===== src/rtl/regbank_write_arbiter.sv =====
// Write-port arbiter for a register bank: picks one pending requester, drives a one-cycle write.
// Build option REGARB_FIXED_PRIO_EN: lowest index always wins and no rotating pointer exists.
module regbank_write_arbiter #(
  parameter int unsigned NREQ = 4,
  parameter int unsigned NREG = 8,
  parameter int unsigned AW   = 3,
  parameter int unsigned DW   = 6
) (
  input  logic                 clk,
  input  logic                 rst,
  input  logic [NREQ-1:0]      req,
  input  logic [NREQ*AW-1:0]   req_addr,
  input  logic [NREQ*DW-1:0]   req_data,
  output logic [NREQ-1:0]      ack,
  output logic [NREG-1:0]      chosen,
  output logic                 w_en,
  output logic [DW-1:0]        w_data,
  output logic                 busy,
  output logic                 err
);

  localparam int unsigned IW = (NREQ > 1) ? $clog2(NREQ) : 1;

  typedef enum logic [0:0] {StIdle, StWrite} state_e;

  state_e          state_q;
  logic [NREQ-1:0] ack_q;
  logic [NREG-1:0] chosen_q;
  logic            w_en_q;
  logic [DW-1:0]   w_data_q;
  logic            busy_q;
  logic            err_q;

  logic [IW-1:0]   win_id;
  logic            win_vld;
  logic [AW-1:0]   win_addr;
  logic [DW-1:0]   win_data;
  logic            addr_ok;
  int unsigned     base;
  int unsigned     idx;

`ifndef REGARB_FIXED_PRIO_EN
  logic [IW-1:0]   ptr_q;
  logic [IW-1:0]   id_q;
`endif

  // Scan starting at base; the first requester found wins.
  always_comb begin
    win_id   = '0;
    win_vld  = 1'b0;
    win_addr = '0;
    win_data = '0;
    idx      = 0;
`ifdef REGARB_FIXED_PRIO_EN
    base     = 0;
`else
    base     = 32'(ptr_q);
`endif
    for (int unsigned k = 0; k < NREQ; k++) begin
      idx = (base + k) % NREQ;
      if (req[idx] && !win_vld) begin
        win_vld  = 1'b1;
        win_id   = IW'(idx);
        win_addr = req_addr[idx*AW +: AW];
        win_data = req_data[idx*DW +: DW];
      end
    end
    addr_ok = 32'(win_addr) < NREG;
  end

  always_ff @(posedge clk or negedge rst) begin
    if (!rst) begin
      state_q  <= StIdle;
      ack_q    <= '0;
      chosen_q <= '0;
      w_en_q   <= 1'b0;
      w_data_q <= '0;
      busy_q   <= 1'b0;
      err_q    <= 1'b0;
`ifndef REGARB_FIXED_PRIO_EN
      ptr_q    <= '0;
      id_q     <= '0;
`endif
    end else begin
      case (state_q)
        StIdle: begin
          if (win_vld) begin
            state_q  <= StWrite;
            ack_q    <= NREQ'(1) << win_id;
            w_data_q <= win_data;
            busy_q   <= 1'b1;
            w_en_q   <= addr_ok;
            // Out-of-range address: acknowledge but suppress the bank write.
            chosen_q <= addr_ok ? (NREG'(1) << win_addr) : '0;
            err_q    <= !addr_ok;
`ifndef REGARB_FIXED_PRIO_EN
            id_q     <= win_id;
`endif
          end
        end
        StWrite: begin
          state_q  <= StIdle;
          ack_q    <= '0;
          chosen_q <= '0;
          w_en_q   <= 1'b0;
          w_data_q <= '0;
          busy_q   <= 1'b0;
          err_q    <= 1'b0;
`ifndef REGARB_FIXED_PRIO_EN
          ptr_q    <= (id_q == IW'(NREQ - 1)) ? '0 : id_q + 1'b1;
`endif
        end
        default: state_q <= StIdle;
      endcase
    end
  end

  assign ack    = ack_q;
  assign chosen = chosen_q;
  assign w_en   = w_en_q;
  assign w_data = w_data_q;
  assign busy   = busy_q;
  assign err    = err_q;

endmodule


===== config.mk =====
export PLATFORM = sky130hd
export DESIGN_NAME = regbank_write_arbiter
export DESIGN_NICKNAME = d
export VERILOG_FILES = /design/src/rtl/regbank_write_arbiter.sv
export SDC_FILE = /design/constraint.sdc
export NUM_CORES = 1
export LEC_CHECK = 0
export ABC_CLOCK_PERIOD_IN_PS = 2300
export CAP_MARGIN = 20
export CORE_ASPECT_RATIO = 0.6
export CORE_MARGIN = 8
export CORE_UTILIZATION = 35
export DETAILED_ROUTE_END_ITERATION = 16
export GPL_TIMING_DRIVEN = 0
export HOLD_SLACK_MARGIN = 0.02
export PLACE_DENSITY = 0.68
export SLEW_MARGIN = 20
export SYNTH_ARGS = -nofsm -noshare
export SYNTH_HDL_FRONTEND = slang
export SYNTH_SLANG_ARGS = --single-unit

===== constraint.sdc =====
create_clock -name clk -period 2.3 [get_ports clk]
set_input_delay 0.46 -clock clk [delete_from_list [all_inputs] [get_ports clk]]
set_output_delay 0.46 -clock clk [all_outputs]
set_load 0.02 [all_outputs]

==> qor.yml, run 1 <==
status:
  status: "finished clean"
timing:
  hold_violations: 0
  tightest_slew_ns: 0.693
  min_period_ns: 2.21
  skew_ns: 0.00677
  slew_headroom_pct: 53.4
  clock.fmax_ghz: 0.452
  worst_slack_ns: 0.0882
  holdWs_ns: 0.170
  finalSetupViolCount: 0
  rsz0062_at_grt: "false"
  setup_tns_ns: 0
  period_share_pct: 96.2
  final-max-slew-violation-count: 0
placement:
  pre_cts_ws_ns: -0.647
  portBuffers: 61
  hpwl_microns: 6120
  placed_cell_area_sq_um: 3010
  dpl.cell_count: 427
  gp_congestion: 0.945
pwr:
  ir_drop_mv: 0.451
  finalPower_mw: 3.35
  power.density_nw_per_um2: 1070
  power_leakage_nw: 1.31
synth:
  ys_seq_elements: 24
  ys.flop_type: "dfrtp_1"
  yosys.area.top_type_share_pct: 26.2
  synthTopCellsByArea: "dfrtp_1 26%, mux2_2 7.9%, mux2i_1 7.4%"
  yosysTopAreaCell: "dfrtp_1"
  synth_fp_nets: 325
  synth_cell_types: 62
  async_flop_share_pct: 100
  syn-cell-area_sq_um: 2290
  seq_area_frac_synth_pct: 26.2
  yosysWarnings: 0
  synthCells: 282
  syn_area_per_cell_sq_um: 8.12
  synth_enable_flop_cells: 0
floorplanning:
  io_pins: 63
  die_h_microns: 78.7
  start_util_pct: 36.8
  core_sq_um: 6220
  die_w_microns: 120
  design.die.area_sq_um: 9480
  num_rows: 22
worst_setup_path:
  cp_max_fo: 10
  rrSetupSlack_ns: 0.09
  ff2ff_path_depth: 8
  crit_path_end_kind: "flip-flop"
  cp_data_arrival_time_ns: 2.36
  r2r-end: "chosen[7]$_DFFE_PN0P_"
  required_ns: 2.45
  crit_start: "ptr_q[0]$_DFFE_PN0P_"
  crit_type: "flip-flop to flip-flop"
  critPathLaunchType: "flip-flop"
  r2r-start: "ptr_q[0]$_DFFE_PN0P_"
  crit_path_end: "chosen[7]$_DFFE_PN0P_"
finish:
  multi_input_area_sq_um: 1570
  n_antenna_cell: 0
  regArea_sq_um: 601
  drive_gt1_share_pct: 17.6
  finish.instance_area_sq_um: 3140
  finalNonFillerCells: 436
  final_core_util_pct: 50.5
  nFillCells: 619
  area_growth_pct: 37.2
  nets: 396
route:
  num_vias: 2506
  wl_microns: 7770
  post_drt_wl_per_cell_microns: 17.8
  drc: 0
  drt_pass1_iterations: 5
  drtIter0Drc: 216
  via_per_inst: 5.75
  ant_nets: 0
grt:
  grt_pass1_wl_microns: 12200
  overflow: 0
  first_global_vias: 2403
  antenna_found_initial: 0
  grtUsageTotal_pct: 15.7
  grt_max_degree: 25
cts:
  htreeDepth: 1
  clkSlewWorstSetupHoldPaths_ns: 0.08
  cts.sinks: 24
  root_buffer: "clkbuf_8"
  clockBufferDepth: 2
  cts_tree: "yes"
  clk_latency_ns: 0.26
  hold_buffers: 0
  cts_buffers: 3
job:
  cap_violations: 0
min_path:
  hold_path.class: "primary input to asynchronous set/reset pin"
-- critical path: stages, from the launching register on --
cell     delay, ns
dfrtp_1       0.39
buf_6         0.14
and3b_4       0.20
o21a_4        0.23
or2_1         0.24
buf_6         0.14
o41a_1        0.40
and2_4        0.18
a22o_1        0.18
-- report_power, final --
part	switching [mW]	internal, mW	total [mW]	leakage, nW
sequential	0.102	0.579	0.681	0.313
clock	0.129	0.153	0.281	0.0288
combinational	1.30	1.08	2.39	0.968
-- cell families (layout without fill, tap and decap cells) --
group	count (synthesis)	in the layout	synth area share, %
adder cells (fa/ha/maj)	1	1	0.546
AND/OR/NAND/NOR	100	100	22.3
AO/OA/AOI/OAI	89	89	26.0
flip-flops	24	24	26.2
buffers and inverters	31	101	6.88
other	1	1	0.164
multiplexers	36	36	17.9
-- placed cells by master (no fill, tap or decap), types with 7 or more instances in the layout --
| cell type | instances |
|---|---|
| mux2i_1 | 17 |
| o21ai_0 | 19 |
| nand2_1 | 38 |
| dfrtp_1 | 24 |
| nor2_1 | 22 |
| mux2_2 | 16 |
| buf_2 | 7 |
| clkdlybuf4s50_1 | 56 |
| inv_1 | 9 |
| a21oi_1 | 21 |
| buf_4 | 9 |
-- final cells by class --
class / count / share of cell area (%)
clock buffers: 4 / 1.75
well taps: 84 / 3.34
flip-flops and latches: 24 / 19.1
plain buffers: 20 / 4.38
multi-input cells: 227 / 49.8
repair buffers: 67 / 20.5
inverters: 10 / 1.19
-- per-layer routing --
layer / GRT usage [%] / wire (microns) / vias to the layer above / part of all wire, %
met5: 0 / 0 / - / 0
met4: 2.35 / 64 / 0 / 0.82
met3: 3.43 / 612 / 8 / 7.9
met2: 23.5 / 3240 / 120 / 42
met1: 22.8 / 3860 / 1190 / 50
li1: - / - / 1188 / -
-- Yosys cell counts, drive strengths merged (2+ instances only) --
master	instances
and2	3
nor2b	2
a22o	4
o21ai	24
nor3b	2
mux2i	17
nand4	5
and3b	2
or3b	2
nand2b	5
mux2	17
o221ai	4
inv	9
o22ai	2
a22oi	5
a21boi	3
buf	12
a21oi	22
clkbuf	9
dfrtp	24
or4	2
o2111ai	5
nand3	3
mux4	2
nor4	2
nand2	38
nor2	25
a211oi	5
o211ai	4
-- flip-flops by register name (all words and copies together), names as in the netlist --
name     count
ptr_q        2
state_q      1
chosen       8
busy         1
id_q         2
w_data       6
ack          4
-- worst min path at each step --
| stage | startpoint | end | depth (start not counted) |
|---|---|---|---|
| after floorplan | rst | ack[0]$_DFFE_PN0P_ | 0 |
| after global placement | id_q[1]$_DFFE_PN0P_ | id_q[1]$_DFFE_PN0P_ | 2 |
| after detailed placement | id_q[1]$_DFFE_PN0P_ | id_q[1]$_DFFE_PN0P_ | 2 |
| after CTS | id_q[1]$_DFFE_PN0P_ | id_q[1]$_DFFE_PN0P_ | 2 |
| after global routing | rst | ack[3]$_DFFE_PN0P_ | 1 |
| final | rst | chosen[5]$_DFFE_PN0P_ | 1 |
-- timing repair --
item	CTS	global route
pin swaps	3	2
resized for setup	18	12
setup endpoints to repair	14	9
setup buffers	4	2
No activity file was read; power rests on OpenSTA's default activity.
==> run 2: changes to the inputs <==
--- a/config.mk
+++ b/config.mk
@@ -14,6 +14,7 @@
 export GPL_TIMING_DRIVEN = 0
 export HOLD_SLACK_MARGIN = 0.02
 export PLACE_DENSITY = 0.68
+export REMOVE_ABC_BUFFERS = 1
 export SLEW_MARGIN = 20
 export SYNTH_ARGS = -nofsm -noshare
 export SYNTH_HDL_FRONTEND = slang
==> qor.yml, run 2 (same netlist as run 1, synthesis figures left out) <==
status:
  status: "finished clean"
timing:
  clock.fmax_ghz: 0.447
  skew_ns: 0.0104
  period_share_pct: 97.3
  finalSetupViolCount: 0
  hold_violations: 0
  tightest_slew_ns: 0.698
  rsz0062_at_grt: "false"
  slew_headroom_pct: 53.0
  holdWs_ns: 0.162
  setup_tns_ns: 0
  final-max-slew-violation-count: 0
  min_period_ns: 2.24
floorplanning:
  die_h_microns: 78.7
  start_util_pct: 36.8
  io_pins: 63
  design.die.area_sq_um: 9480
  num_rows: 22
  die_w_microns: 120
  core_sq_um: 6220
grt:
  overflow: 0
  grtUsageTotal_pct: 15.3
  antenna_found_initial: 0
  grt_max_degree: 25
  grt_pass1_wl_microns: 12100
  first_global_vias: 2441
cts:
  root_buffer: "clkbuf_8"
  htreeDepth: 1
  clkSlewWorstSetupHoldPaths_ns: 0.09
  clk_latency_ns: 0.27
  clockBufferDepth: 2
  cts_tree: "yes"
  cts.sinks: 24
  cts_buffers: 3
worst_setup_path:
  required_ns: 2.52
  max_stage_delay_ns: 0.50
  crit_path_end_kind: "flip-flop"
  cp_data_arrival_time_ns: 2.45
  crit_type: "flip-flop to flip-flop"
  path_cells: "buf_12, or3b_1, a211o_1, and2_4, o221a_2, nor2_4, a22o_1"
  cp_max_fo: 21
  cpMaxStageDelayCell: "dfrtp_4"
  rrSetupSlack_ns: 0.06
  critPathLaunchType: "flip-flop"
route:
  met1_length_microns: 3510
  post_drt_wl_per_cell_microns: 17.3
  via_per_inst: 5.75
  wl_microns: 7230
  wl_met3_microns: 648
  dr.max_layer_used: "met4"
  num_vias: 2408
  ant_nets: 0
  wl_met2_microns: 3050
  drtIter0Drc: 151
  drc: 0
  drt_pass1_iterations: 4
pwr:
  ir_drop_mv: 0.517
  power_leakage_nw: 1.26
  power.density_nw_per_um2: 1100
finish:
  area_growth_pct: 36.3
  drive_gt1_share_pct: 18.5
  final_common_cell: "clkdlybuf4s50_1"
  final_cell_mix: "56 x clkdlybuf4s50_1, 37 x nand2_1, 22 x nor2_1, 22 x dfrtp_1, 21 x a21oi_1"
  nets: 379
  largest_register_ffs: 8
  n_antenna_cell: 0
placement:
  gp_congestion: 0.840
  portBuffers: 61
  hpwl_microns: 5300
job:
  cap_violations: 0
min_path:
  hold_path.class: "primary input to asynchronous set/reset pin"
run 2: critical path: cells and delay by family, from the launching register on:
family / cells / cell delay [ns]
compound gates: 3 / 0.79
simple gates: 3 / 0.72
buf+inv: 1 / 0.17
flops: 1 / 0.50
run 2: cell type report:
type                       instances  area [sq um]
multi-input combinational        227          1610
sequential                        24           608
clock inverter                     1          30.0
fill                             623          3100
clock buffer                       3          41.3
inverter                          10          42.5
timing repair buffer              70           691
tap                               84           105
run 2: path summary, 6_finish.rpt:
check,endpoint,from,cells after the start
max,chosen[5]$_DFFE_PN0P_,ptr_q[0]$_DFFE_PN0P_,7
min,chosen[2]$_DFFE_PN0P_,rst,1
max reg2reg,chosen[5]$_DFFE_PN0P_,ptr_q[0]$_DFFE_PN0P_,7
min reg2reg,chosen[2]$_DFFE_PN0P_,chosen[2]$_DFFE_PN0P_,2
max in group asynchronous,ptr_q[1]$_DFFE_PN0P_,rst,1
min in group clk,chosen[2]$_DFFE_PN0P_,chosen[2]$_DFFE_PN0P_,2
run 2: power by group:
part	switching [mW]	internal, mW	leakage (nW)
logic	1.22	1.09	0.916
registers	0.174	0.590	0.310
clock network	0.139	0.233	0.0357
total	1.53	1.91	1.26
run 2: per-layer routing:
layer / GRT usage [%] / vias to the layer above
li1: - / 1149
met1: 21.2 / 1145
met2: 23.4 / 110
met3: 4.00 / 4
met4: 3.35 / 0
met5: 0 / -
run 2: per-stage QoR:
stage | power, mW | area, sq um | setup slack (ns) | cells | util, %
global route | 3.71 | 3120 | 0.00767 | 419 | 50.2
detailed placement | 2.86 | 2910 | -0.844 | 407 | 46.7
CTS | 3.43 | 3100 | 0.00467 | 416 | 49.8
global placement | 2.81 | 2890 | -1.41 | 406 | 46.4
finish | 3.44 | 3120 | 0.0627 | 419 | 50.2
floorplan | 2.14 | 2170 | -0.782 | 261 | -
run 2: timing repair:
item | CTS | global route
endpoints found under the setup margin | 17 | 11
pin swaps | 3 | 5
cloned | 1 | 0
gates resized for setup | 25 | 11
setup buffers | 4 | 4
hold endpoints to repair | 0 | 0
hold buffers | 0 | 0
==> run 3: changes to the inputs <==
--- a/config.mk
+++ b/config.mk
@@ -14,7 +14,6 @@
 export GPL_TIMING_DRIVEN = 0
 export HOLD_SLACK_MARGIN = 0.02
 export PLACE_DENSITY = 0.68
-export REMOVE_ABC_BUFFERS = 1
 export SLEW_MARGIN = 20
 export SYNTH_ARGS = -nofsm -noshare
 export SYNTH_HDL_FRONTEND = slang
==> results of run 3 <==
No change in the layout: final DEF, timing and power equal those of run 1.
